File: src/rtl/permute_sequencer_if.sv
// Control/address bundle between the permute sequencer and its datapath/controller.
// The master drives the run request; the slave (the sequencer) drives addressing and status.
interface permute_sequencer_if #(
    parameter int SLICES = 64,
    parameter int LANES  = 25,
    parameter int RW     = 5
);
    localparam int AW = $clog2(SLICES);
    localparam int LW = $clog2(LANES);

    logic          start_i;
    logic [RW-1:0] num_rounds_i;
    logic          ld_fr_o;
    logic          en_fw_o;
    logic [AW-1:0] slice_addr_o;
    logic [LW-1:0] lane_idx_o;
    logic [RW-1:0] round_idx_o;
    logic          busy_o;
    logic          ready_o;

    modport master (
        output start_i, num_rounds_i,
        input  ld_fr_o, en_fw_o, slice_addr_o, lane_idx_o, round_idx_o, busy_o, ready_o
    );

    modport slave (
        input  start_i, num_rounds_i,
        output ld_fr_o, en_fw_o, slice_addr_o, lane_idx_o, round_idx_o, busy_o, ready_o
    );
endinterface

File: src/rtl/permute_sequencer.sv
// Multi-round permute sequencer: per slice, RD_LAT read-load cycles then LANES write cycles,
// repeated over all slices for each round, ending with a one-cycle ready pulse.
module permute_sequencer #(
    parameter int SLICES = 64,
    parameter int LANES  = 25,
    parameter int RD_LAT = 2,
    parameter int RW     = 5
) (
    input  logic               clk,
    input  logic               rst,
    permute_sequencer_if.slave bus
);
    localparam int AW = $clog2(SLICES);
    localparam int LW = $clog2(LANES);
    localparam int CW = (RD_LAT > 1) ? $clog2(RD_LAT) : 1;

    typedef enum logic [2:0] {
        S_IDLE = 3'd0,
        S_ARM  = 3'd1,
        S_READ = 3'd2,
        S_CALC = 3'd3,
        S_DONE = 3'd4
    } state_e;

    state_e        state_q, state_d;
    logic [AW-1:0] slice_q, slice_d;
    logic [LW-1:0] lane_q, lane_d;
    logic [RW-1:0] round_q, round_d;
    logic [RW-1:0] rounds_q, rounds_d;
    logic [CW-1:0] rd_q, rd_d;

    logic last_lane, last_slice, last_round;

    assign last_lane  = (lane_q == LW'(LANES - 1));
    assign last_slice = (slice_q == AW'(SLICES - 1));
    assign last_round = (round_q == rounds_q - RW'(1));

    // NOTE: sequential state uses non-blocking assignments so every register samples pre-edge values.
    always_ff @(posedge clk or negedge rst) begin
        if (!rst) begin
            state_q  <= S_IDLE;
            slice_q  <= '0;
            lane_q   <= '0;
            round_q  <= '0;
            rounds_q <= '0;
            rd_q     <= '0;
        end else begin
            state_q  <= state_d;
            slice_q  <= slice_d;
            lane_q   <= lane_d;
            round_q  <= round_d;
            rounds_q <= rounds_d;
            rd_q     <= rd_d;
        end
    end

    // NOTE: every next-state variable gets a default first, so no path can infer a latch.
    always_comb begin
        state_d  = state_q;
        slice_d  = slice_q;
        lane_d   = lane_q;
        round_d  = round_q;
        rounds_d = rounds_q;
        rd_d     = rd_q;
        case (state_q)
            S_IDLE: begin
                if (bus.start_i) begin
                    state_d  = S_ARM;
                    rounds_d = (bus.num_rounds_i == '0) ? RW'(1) : bus.num_rounds_i;
                    slice_d  = '0;
                    round_d  = '0;
                    lane_d   = '0;
                    rd_d     = '0;
                end
            end
            S_ARM: begin
                if (!bus.start_i) begin
                    state_d = S_READ;
                    rd_d    = '0;
                    lane_d  = '0;
                end
            end
            S_READ: begin
                if (rd_q == CW'(RD_LAT - 1)) begin
                    state_d = S_CALC;
                    lane_d  = '0;
                end else begin
                    rd_d = rd_q + CW'(1);
                end
            end
            S_CALC: begin
                if (!last_lane) begin
                    lane_d = lane_q + LW'(1);
                end else if (!last_slice) begin
                    state_d = S_READ;
                    slice_d = slice_q + AW'(1);
                    rd_d    = '0;
                    lane_d  = '0;
                end else if (!last_round) begin
                    state_d = S_READ;
                    slice_d = '0;
                    round_d = round_q + RW'(1);
                    rd_d    = '0;
                    lane_d  = '0;
                end else begin
                    state_d = S_DONE;
                end
            end
            S_DONE: begin
                // Final addresses stay visible during DONE and clear as IDLE is entered.
                state_d = S_IDLE;
                slice_d = '0;
                round_d = '0;
                lane_d  = '0;
                rd_d    = '0;
            end
            default: begin
                state_d = S_IDLE;
                slice_d = '0;
                round_d = '0;
                lane_d  = '0;
                rd_d    = '0;
            end
        endcase
    end

    logic          ld_fr, en_fw, busy, ready;
    logic [AW-1:0] slice_addr;
    logic [LW-1:0] lane_idx;
    logic [RW-1:0] round_idx;

    // Moore decode; IDLE and any illegal encoding keep every output at zero.
    always_comb begin
        ld_fr      = 1'b0;
        en_fw      = 1'b0;
        busy       = 1'b0;
        ready      = 1'b0;
        slice_addr = '0;
        lane_idx   = '0;
        round_idx  = '0;
        case (state_q)
            S_ARM: begin
                busy       = 1'b1;
                slice_addr = slice_q;
                round_idx  = round_q;
            end
            S_READ: begin
                ld_fr      = 1'b1;
                busy       = 1'b1;
                slice_addr = slice_q;
                round_idx  = round_q;
            end
            S_CALC: begin
                en_fw      = 1'b1;
                busy       = 1'b1;
                slice_addr = slice_q;
                lane_idx   = lane_q;
                round_idx  = round_q;
            end
            S_DONE: begin
                ready      = 1'b1;
                slice_addr = slice_q;
                round_idx  = round_q;
            end
            default: ;
        endcase
    end

    assign bus.ld_fr_o      = ld_fr;
    assign bus.en_fw_o      = en_fw;
    assign bus.busy_o       = busy;
    assign bus.ready_o      = ready;
    assign bus.slice_addr_o = slice_addr;
    assign bus.lane_idx_o   = lane_idx;
    assign bus.round_idx_o  = round_idx;
endmodule

File: src/flat_wrapper.sv
// flat-port wrapper written by rule: the top's interface ports become plain ports
module permute_sequencer_flat 
#(
    parameter int SLICES = 64,
    parameter int LANES  = 25,
    parameter int RD_LAT = 2,
    parameter int RW     = 5
)
  (clk, rst, bus_start_i, bus_num_rounds_i, bus_ld_fr_o, bus_en_fw_o, bus_slice_addr_o, bus_lane_idx_o, bus_round_idx_o, bus_busy_o, bus_ready_o);
  permute_sequencer_if #(.SLICES(SLICES), .LANES(LANES), .RW(RW)) bus_i ();
  input  logic clk;
  input  logic rst;
  input wire logic [$bits(bus_i.start_i)-1:0] bus_start_i;
  input wire logic [$bits(bus_i.num_rounds_i)-1:0] bus_num_rounds_i;
  output wire logic [$bits(bus_i.ld_fr_o)-1:0] bus_ld_fr_o;
  output wire logic [$bits(bus_i.en_fw_o)-1:0] bus_en_fw_o;
  output wire logic [$bits(bus_i.slice_addr_o)-1:0] bus_slice_addr_o;
  output wire logic [$bits(bus_i.lane_idx_o)-1:0] bus_lane_idx_o;
  output wire logic [$bits(bus_i.round_idx_o)-1:0] bus_round_idx_o;
  output wire logic [$bits(bus_i.busy_o)-1:0] bus_busy_o;
  output wire logic [$bits(bus_i.ready_o)-1:0] bus_ready_o;
  assign bus_i.start_i = bus_start_i;
  assign bus_i.num_rounds_i = bus_num_rounds_i;
  assign bus_ld_fr_o = bus_i.ld_fr_o;
  assign bus_en_fw_o = bus_i.en_fw_o;
  assign bus_slice_addr_o = bus_i.slice_addr_o;
  assign bus_lane_idx_o = bus_i.lane_idx_o;
  assign bus_round_idx_o = bus_i.round_idx_o;
  assign bus_busy_o = bus_i.busy_o;
  assign bus_ready_o = bus_i.ready_o;
  permute_sequencer #(.SLICES(SLICES), .LANES(LANES), .RD_LAT(RD_LAT), .RW(RW)) u_core (.clk(clk), .rst(rst), .bus(bus_i));
endmodule
File: config.mk
export PLATFORM = sky130hd
export DESIGN_NAME = permute_sequencer_flat
export DESIGN_NICKNAME = d
export VERILOG_FILES = /design/src/rtl/permute_sequencer_if.sv /design/src/rtl/permute_sequencer.sv /design/src/flat_wrapper.sv
export SDC_FILE = /design/constraint.sdc
export NUM_CORES = 1
export LEC_CHECK = 0
export BUFFER_PORTS_ARGS = -buffer_cell sky130_fd_sc_hd__buf_2
export CORE_ASPECT_RATIO = 1.25
export CORE_MARGIN = 5
export CORE_UTILIZATION = 40
export CTS_CLUSTER_DIAMETER = 30
export DETAILED_ROUTE_END_ITERATION = 8
export PLACE_DENSITY = 0.59
export SETUP_SLACK_MARGIN = 0.1
export SLEW_MARGIN = 0
export SYNTH_ARGS = -nofsm -noshare
export SYNTH_HDL_FRONTEND = slang
export SYNTH_SLANG_ARGS = --single-unit
File: constraint.sdc
create_clock -name clk -period 5 [get_ports clk]
set_input_delay 0 -clock clk [delete_from_list [all_inputs] [get_ports clk]]
set_output_delay 0 -clock clk [all_outputs]
set_load 0.01 [all_outputs]
==> results of run 1 <==
worst reg2reg max path: cells and delay by family (launching register included):
kind | cells | cell delay (ns)
fa+ha+maj | 1 | 0.31
flops | 1 | 0.39
compound gates | 4 | 1.17
buf+inv | 1 | 0.07
xor+xnor | 1 | 0.13
stage by stage:
| step | hold WS [ns] | instance area [µm²] | std cells |
|---|---|---|---|
| finish | 0.07133 | 1957 | 273 |
| global route | 0.08642 | 1957 | 273 |
| CTS | 0.06452 | 1957 | 273 |
| detailed placement | 0.04012 | 1852 | 263 |
| global placement | 0.02684 | 1852 | 263 |
| floorplan | -0.2956 | 1680 | 187 |
layout by cell type (no fill, tap or decap), types with 2 or more instances in the layout:
master         Yosys  final
buf_2              3     27
dfrtp_1           25     25
o21ai_0           19     19
nand2_1           17     17
and2_1            15     15
nor2_1            13     13
a21oi_1            8      8
inv_1              7      7
nand3_1            7      7
xnor2_1            6      6
dlygate4sd3_1      0      6
nor3_1             5      5
ha_1               5      5
nor3b_1            3      3
mux2_2             3      3
a211oi_1           3      3
o21ai_1            3      3
or3_1              3      3
clkbuf_8           0      3
nand2b_1           2      2
a211o_2            2      2
nor4_1             2      2
a41oi_1            2      2
a31oi_1            2      2
a2111oi_4          2      2
nand4_1            2      2
o22a_1             2      2
repair_timing:
action                                  4_1_cts  5_1_grt
endpoints found under the setup margin        0        0
endpoints found under the hold margin        30        0
hold buffers                                  6        0
area by class of cell:
cell class	instances	area share (%)
Timing Repair Buffer	33	9.974
Clock buffer	4	2.302
Sequential cell	25	31.97
Inverter	8	1.535
Tap cell	56	3.581
Multi-Input combinational cell	147	50.64
synthesized netlist by cell type (2+ instances only):
master and instances:
nor2_1 13, a211oi_1 3, xnor2_1 6, nand4_1 2
and2_1 15, a2111oi_4 2, nand3_1 7, o22a_1 2
dfrtp_1 25, nand2b_1 2, nand2_1 17, buf_2 3
nor4_1 2, ha_1 5, nor3_1 5, a41oi_1 2
o21ai_1 3, inv_1 7, a211o_2 2, a31oi_1 2
nor3b_1 3, mux2_2 3, a21oi_1 8, clkbuf_1 3
o21ai_0 19, or3_1 3
path summary, 6_finish.rpt:
kind	endpoint	slack, ns	depth (start not counted)
worst max-delay path	u_core.lane_q[1]	2.85	7
worst min-delay path	u_core.state_q[0]	0.07	3
worst max register to register	u_core.lane_q[1]	2.85	7
worst min register to register	u_core.rounds_q[4]	0.55	1
max in group asynchronous	u_core.lane_q[4]	4.37	2
min in group asynchronous	u_core.round_q[0]	0.26	2
kinds of logic after synthesis:
logic type,Yosys count,synth area share (%)
adder cells (fa/ha/maj),5,3.723
flip-flops,25,37.23
AO/OA/AOI/OAI,49,21.22
AND/OR/NAND/NOR,81,26.81
multiplexers,4,2.606
XOR/XNOR,8,4.617
buffers and inverters,15,3.797
where the power goes:
part	internal [mW]	switching, mW	total [mW]
Combinational	0.166	0.198	0.364
Clock	0.0572	0.0674	0.125
Sequential	0.258	0.0808	0.339
flip-flops by register name, summed over array words and instances, names as in the netlist:
| signal | flops |
|---|---|
| u_core.lane_q | 5 |
| u_core.slice_q | 6 |
| u_core.state_q | 3 |
| u_core.rounds_q | 5 |
| u_core.round_q | 5 |
| u_core.rd_q | 1 |
per-layer routing:
layer / up-vias / GRT usage [%]
met5: - / 0
met4: 0 / 6.759
met3: 11 / 2.571
met2: 30 / 28.16
met1: 700 / 20.30
li1: 734 / -
==> out/qor.csv, run 1 <==
metric,value,unit
r2r_start,u_core.rounds_q[0],
ios,28,
drt_iter0_drc,85,
grt_use_total,16.45,%
slowest_stage,dfrtp_1,
wl_per_cell,14.49,µm
gp_congestion,0.9192,
synth_cells,187,
syn_avg_cell_area,8.986,µm²
relSlewSlack,48.27,%
cts_tree,yes,
ir_drop,0.0002219,V
antenna_found_initial,0,
ys_seq_area_share,37.23,%
cts_inserted_buffers,3,
wl_met2,2025,µm
path_cells,inv_1 > ha_1 > xnor2_1 > a211o_2 > a211oi_1 > a21oi_1 > o21ai_0,
synth_largest_area_cell,dfrtp_1,
timing.fmax,0.4653,GHz
cts_root_buf,clkbuf_8,
leakagePower,0.8155,nW
critPathRequiredTime,5.19,ns
cts.htree.levels,1,
max_stage_delay,0.39,ns
hold_viol_final,0,
utilization,48.12,%
path_class,flop to flop,
hp-class,input port to flop,
start_util,41.32,%
multi_input_area,991.0,µm²
die_w,67.97,µm
first_global_vias,1516,
skew,0.003771,ns
layout_setup_ws,2.851,ns
io_buffers,27,
min_from,bus_start_i,
ys_seq_elements,25,
endpoint_kind,flop,
area_delta_synth_final,16.46,%
crit_fanout,4,
n_antenna_cell,0,
clock_path_buffers,2,
yosysUniqueCellTypes,49,
path_buf_inv,1,
vias_per_cell,5.403,
netlist.area_leader.share,37.23,%
p_per_area,422.7,nW/µm²
clock_latency,0.28,ns
cts.sinks,25,
clkTransAtPathRegs,0.09,ns
wl_met3,130,µm
yosys_warnings,0,
grt_max_degree,26,
final.min_clock_period,2.149,ns
worstPathArrival,2.34,ns
worst_path_dominant_cell_family,compound AO/OA/AOI/OAI gates,
drv_cap,0,
status,finished clean,
crit_path_start,u_core.rounds_q[0],
rsz0062_at_grt,no,
core,4066,µm²
pre_cts_slack,2.873,ns
seq_area,625.6,µm²
tightest_slew,0.7704,ns
dr.pass1.iters,4,
drc_errors,0,
final_net_count,231,
dieArea,5605,µm²
critPathLaunchType,flop,
wl,3955,µm
synthArstFlopShare,100.0,%
grt_overflow_total,0,
grt_pass1_wl,7100,µm
syn-num-nets,200,
drive_gt1_share,22.12,%
p_total,0.8271,mW
slew_viol_final,0,
rows,26,
hpwl,2939,µm
die_y,82.47,µm
synth_area,1680,µm²
vias,1475,
synth_edf_count,0,
finalSetupViolCount,0,
top_layer,met4,
period_share,42.98,%
post_cts_buffers,0,
synth.area.top_cells,"dfrtp_1 37%, o21ai_0 5.7%, and2_1 5.6%, nand2_1 3.8%, ha_1 3.7%",
synth_ff_type,dfrtp_1,
finalSetupTns,0,ns
num-fill-cells,392,
ant_nets,0,
detail_route.wirelength.met1,1708,µm
cts_resized,0,
No activity file was read; power rests on OpenSTA's default activity.
==> run 2, diff against run 1 <==
==> constraint.sdc (replaced) <==
create_clock -name clk -period 2.1 [get_ports clk]
set_input_delay 0 -clock clk [delete_from_list [all_inputs] [get_ports clk]]
set_output_delay 0 -clock clk [all_outputs]
set_load 0.01 [all_outputs]
==> run 2 against run 1 <==
  * Power grew to 2.6 times the previous value
  * Fmax grew 11%
  * Register-to-register slack lost 2.7 ns
  * Die area is the same
  * Sequential cell count is the same
  * Non-clock buffer count grew 17
  * Via count grew 6.2%
  * Wire length grew 8.5%
  * Worst setup slack lost 2.7 ns
  * Count of clock-buffer cells in the layout is the same
  * Largest power group unchanged
  * Highest routed layer unchanged
==> out/qor.csv, run 2 (synthesis results as in run 1) <==
metric,value,unit
slew_viol_final,0,
dr.pass1.iters,4,
clock_latency,0.27,ns
antenna_found_initial,0,
n_antenna_cell,0,
die_y,82.47,µm
whs,0.09091,ns
regMostFlops,u_core.slice_q,
grt_overflow_total,0,
final_cells,290,
cts_inserted_buffers,3,
rsz0062_at_grt,yes,
worstPathArrival,2.14,ns
critPathRequiredTime,2.30,ns
die_w,67.97,µm
wl,4293,µm
skew,0.005595,ns
ant_nets,0,
cts_root_buf,clkbuf_8,
grt_util_met1,19.41,%
max_stage_delay,0.40,ns
crit_fanout,8,
period_share,92.27,%
hp-class,input port to flop,
p_per_area,981.4,nW/µm²
endpoint_kind,flop,
largest_reg_flops,6,
grt_max_degree,26,
ios,28,
core,4066,µm²
hpwl,3111,µm
grt_use_total,16.21,%
path_cells,inv_2 > ha_4 > xnor2_1 > a211o_2 > a2111oi_4 > buf_6 > o21ai_2 > a21oi_1,
cts.sinks,25,
final_common_cell,buf_2,
vias,1566,
slowest_stage,dfrtp_1,
final.min_clock_period,1.938,ns
hold_viol_final,0,
finalSetupViolCount,0,
cts_tree,yes,
clkTransAtPathRegs,0.09,ns
status,finished clean,
final_net_count,248,
clock_path_buffers,2,
worst_path_dominant_cell_family,compound AO/OA/AOI/OAI gates,
drc_errors,0,
wl_per_cell,14.80,µm
start_util,41.32,%
finalSetupTns,0,ns
cts.htree.levels,1,
grt_pass1_wl,7038,µm
io_buffers,27,
utilization,53.20,%
dieArea,5605,µm²
drive_gt1_share,33.33,%
rows,26,
dp_cells,274,
drv_cap,0,
vias_per_cell,5.400,
gp_congestion,0.9278,
busiest_layer,met2,
path_class,flop to flop,
rrSetupSlack,0.16,ns
mostFrequentLayoutCells,"27 x buf_2, 23 x dfrtp_1, 19 x o21ai_0, 17 x nand2_1, 16 x buf_4",
relSlewSlack,62.14,%
timing.fmax,0.5161,GHz
gr-usage-met2,29.70,%
tightest_slew,0.5679,ns
path_buf_inv,2,
num-fill-cells,374,
critPathLaunchType,flop,
leakagePower,0.8995,nW
first_global_vias,1576,
ir_drop,0.0005179,V
area_delta_synth_final,28.74,%
drt_iter0_drc,77,
met3_usage,2.165,%
-- run 2: cell types whose count changed in the layout (fill, tap and decap cells not counted), moves of 2 or more --
| cell | previous run | this run |
|---|---|---|
| buf_4 | 0 | 16 |
| dfrtp_1 | 25 | 23 |
| dfrtp_2 | 0 | 2 |
| ha_1 | 5 | 2 |
| ha_2 | 0 | 2 |
| inv_1 | 7 | 4 |
| inv_2 | 1 | 4 |
| o21ai_1 | 3 | 1 |
-- run 2: repair_timing --
item / in CTS / in global routing
hold buffers: 6 / 0
endpoints found under the hold margin: 30 / 0
buffers inserted: 0 / 6
pin swaps: 3 / 4
resized for setup: 3 / 15
endpoints found under the setup margin: 19 / 14
-- run 2: worst paths after layout --
kind / from / end / depth (start not counted)
min reg2reg: u_core.rounds_q[4] / u_core.rounds_q[4] / 1
max: u_core.rounds_q[1] / u_core.round_q[2] / 8
min: bus_start_i / u_core.state_q[0] / 3
min in group asynchronous: rst / u_core.rounds_q[1] / 2
max in group asynchronous: rst / u_core.slice_q[0] / 2
max reg2reg: u_core.rounds_q[1] / u_core.round_q[2] / 8
-- run 2: layout make-up --
class	count	area, µm²	share of cell area (%)
Multi-Input combinational cell	147	1064	49.16
Sequential cell	25	628.1	29.03
Timing Repair Buffer	50	326.6	15.10
Tap cell	56	70.07	3.239
Clock buffer	4	45.04	2.082
Inverter	8	30.03	1.388
-- run 2: report_power, final --
group / switching (mW) / total (mW) / internal, mW
Sequential: 0.189 / 0.807 / 0.618
Clock: 0.156 / 0.292 / 0.136
Combinational: 0.536 / 1.02 / 0.488
-- run 2: per-layer routing --
layer / routed length, µm / up-vias
li1: - / 765
met1: 1722 / 754
met2: 2340 / 40
met3: 163 / 7
met4: 66 / 0
met5: 0 / -
-- run 2: worst reg2reg max path: cells and delay by family (launching register included) --
| kind | cells | cell delay [ns] |
|---|---|---|
| adders and majority gates | 1 | 0.20 |
| buffers and inverters | 2 | 0.26 |
| xor gates and xnor gates | 1 | 0.11 |
| AOI/OAI and AO/OA | 4 | 0.88 |
| DFF | 1 | 0.40 |
-- run 2: stage by stage --
step	area, µm²	power, mW	setup slack, ns
after floorplan	1680	1.407	0.1399
after global placement	1934	1.702	0.07579
after detailed placement	1934	1.740	0.04606
after CTS	2061	2.051	0.09293
after global routing	2163	2.289	0.06276
final	2163	2.123	0.1624
==> run 3, diff against run 2 <==
--- a/config.mk
+++ b/config.mk
@@ -8,10 +8,11 @@
 export BUFFER_PORTS_ARGS = -buffer_cell sky130_fd_sc_hd__buf_2
 export CORE_ASPECT_RATIO = 1.25
 export CORE_MARGIN = 5
-export CORE_UTILIZATION = 40
+export CORE_UTILIZATION = 35
 export CTS_CLUSTER_DIAMETER = 30
 export DETAILED_ROUTE_END_ITERATION = 8
-export PLACE_DENSITY = 0.59
+export MAX_ROUTING_LAYER = met4
+export PLACE_DENSITY = 0.53
 export SETUP_SLACK_MARGIN = 0.1
 export SLEW_MARGIN = 0
 export SYNTH_ARGS = -nofsm -noshare
==> run 3 against run 2 <==
  * Critical path depth is the same
  * Sequential power shrank 4.8%
  * Design area grew 1.3%
  * Power grew 1.4%
  * First-iteration DRC count shrank 25%
  * Worst setup slack lost 0.017 ns
  * Worst hold slack lost 0.081 ns
  * Core utilization shrank 6.5 points
  * Via count shrank 2.4%
  * Sequential cell count is the same
  * Global-route usage shrank 1.8 points
  * Critical path type unchanged
==> out/qor.csv, run 3 (synthesis results as in run 1) <==
metric,value,unit
status,finished clean,
path_cells,inv_2 > ha_4 > xnor2_2 > a211o_4 > a2111oi_4 > buf_6 > or3_4 > a21oi_2,
die_y,87.47,µm
critPathRequiredTime,2.26,ns
grt_pass1_wl,7127,µm
io_buffers,27,
max_stage_delay,0.40,ns
grt_use_total,14.43,%
ios,28,
area_delta_synth_final,30.45,%
wl_per_cell,14.03,µm
clock_latency,0.27,ns
period_share,93.05,%
hp-class,input port to flop,
ir_drop,0.0006929,V
cts_inserted_buffers,3,
cts_root_buf,clkbuf_8,
drc_errors,0,
whs,0.01038,ns
final.min_clock_period,1.954,ns
gp_congestion,0.8336,
rsz0062_at_grt,yes,
clkTransAtPathRegs,0.09,ns
hold_viol_final,0,
finalSetupTns,0,ns
drv_cap,0,
critPathLaunchType,flop,
die_w,71.98,µm
relSlewSlack,59.89,%
skew,0.002748,ns
path_class,flop to flop,
hpwl,3071,µm
drive_gt1_share,36.17,%
rrSetupSlack,0.15,ns
final_common_cell,buf_2,
slew_viol_final,0,
mostFrequentLayoutCells,"27 x buf_2, 24 x dfrtp_1, 18 x o21ai_0, 18 x buf_4, 17 x nand2_1",
n_antenna_cell,0,
cts_tree,yes,
p_per_area,981.8,nW/µm²
tightest_slew,0.6016,ns
clock_path_buffers,2,
timing.fmax,0.5117,GHz
cts.sinks,25,
ant_nets,0,
core,4695,µm²
dr.pass1.iters,4,
endpoint_kind,flop,
start_util,35.79,%
dieArea,6296,µm²
vias,1528,
antenna_found_initial,0,
leakagePower,0.9145,nW
first_global_vias,1553,
drt_iter0_drc,58,
whs_path_depth,3,
grt_overflow_total,0,
cts.htree.levels,1,
crit_fanout,8,
grt_max_degree,26,
worstPathArrival,2.11,ns
slowest_stage,dfrtp_1,
regMostFlops,u_core.slice_q,
largest_reg_flops,6,
reg2regPathDepth,8,
final_net_count,249,
wl,4140,µm
rows,28,
vias_per_cell,5.180,
finalSetupViolCount,0,
## run 3: changes by cell type in the layout (fill, tap and decap cells not counted), sizes merged
cell | before | now
buf | 44 | 46
dlygate4sd3 | 6 | 5
## run 3: through the flow
stage	total power [mW]	setup WS, ns	std cells	instance area [µm²]	utilization (%)
after floorplan	1.407	0.1399	187	1680	-
after detailed placement	1.768	0.05562	283	1977	42.11
after CTS	2.083	0.1006	292	2091	44.54
after global placement	1.766	0.06275	283	1977	42.11
final	2.152	0.1459	295	2192	46.70
after global routing	2.353	0.07317	295	2192	46.70
## run 3: final timing paths
| kind | startpoint | endpoint |
|---|---|---|
| max in group asynchronous | rst | u_core.slice_q[1] |
| worst max register to register | u_core.rounds_q[1] | u_core.round_q[3] |
| worst min-delay path | bus_num_rounds_i[0] | u_core.rounds_q[0] |
| worst min register to register | u_core.rounds_q[4] | u_core.rounds_q[4] |
| worst max-delay path | u_core.rounds_q[1] | u_core.round_q[3] |
| min in group asynchronous | rst | u_core.rounds_q[4] |
## run 3: critical path: cells and delay by family (launching register included)
kind / cells / cell delay, ns
buf+inv: 2 / 0.27
compound gates: 3 / 0.72
simple gates: 1 / 0.12
xor+xnor: 1 / 0.13
flops: 1 / 0.40
fa+ha+maj: 1 / 0.21
## run 3: metal layers
metal	track usage [%]	part of all wire [%]	wire length [µm]	up-vias
met2	24.33	52	2166	22
met1	17.56	43	1792	734
li1	-	-	-	764
met5	-	0	0	-
met3	1.732	2.5	104	8
met4	5.470	1.9	78	0
## run 3: power breakdown
group | switching [mW] | internal, mW
Combinational | 0.569 | 0.525
Clock | 0.155 | 0.136
Sequential | 0.151 | 0.616
## run 3: layout make-up
class	instances	area, µm²
fillers	499	2502
multi-input cells	147	1084
flip-flops and latches	25	626.9
repair buffers	51	331.6
well taps	60	75.07
clock buffers	4	45.04
inverters	8	30.03
## run 3: what timing repair did
| action | in CTS | in global routing |
|---|---|---|
| endpoints found under the hold margin | 29 | 0 |
| hold buffers | 5 | 0 |
| pin swaps | 2 | 12 |
| setup buffers | 0 | 3 |
| resized for setup | 3 | 20 |
| endpoints found under the setup margin | 12 | 13 |
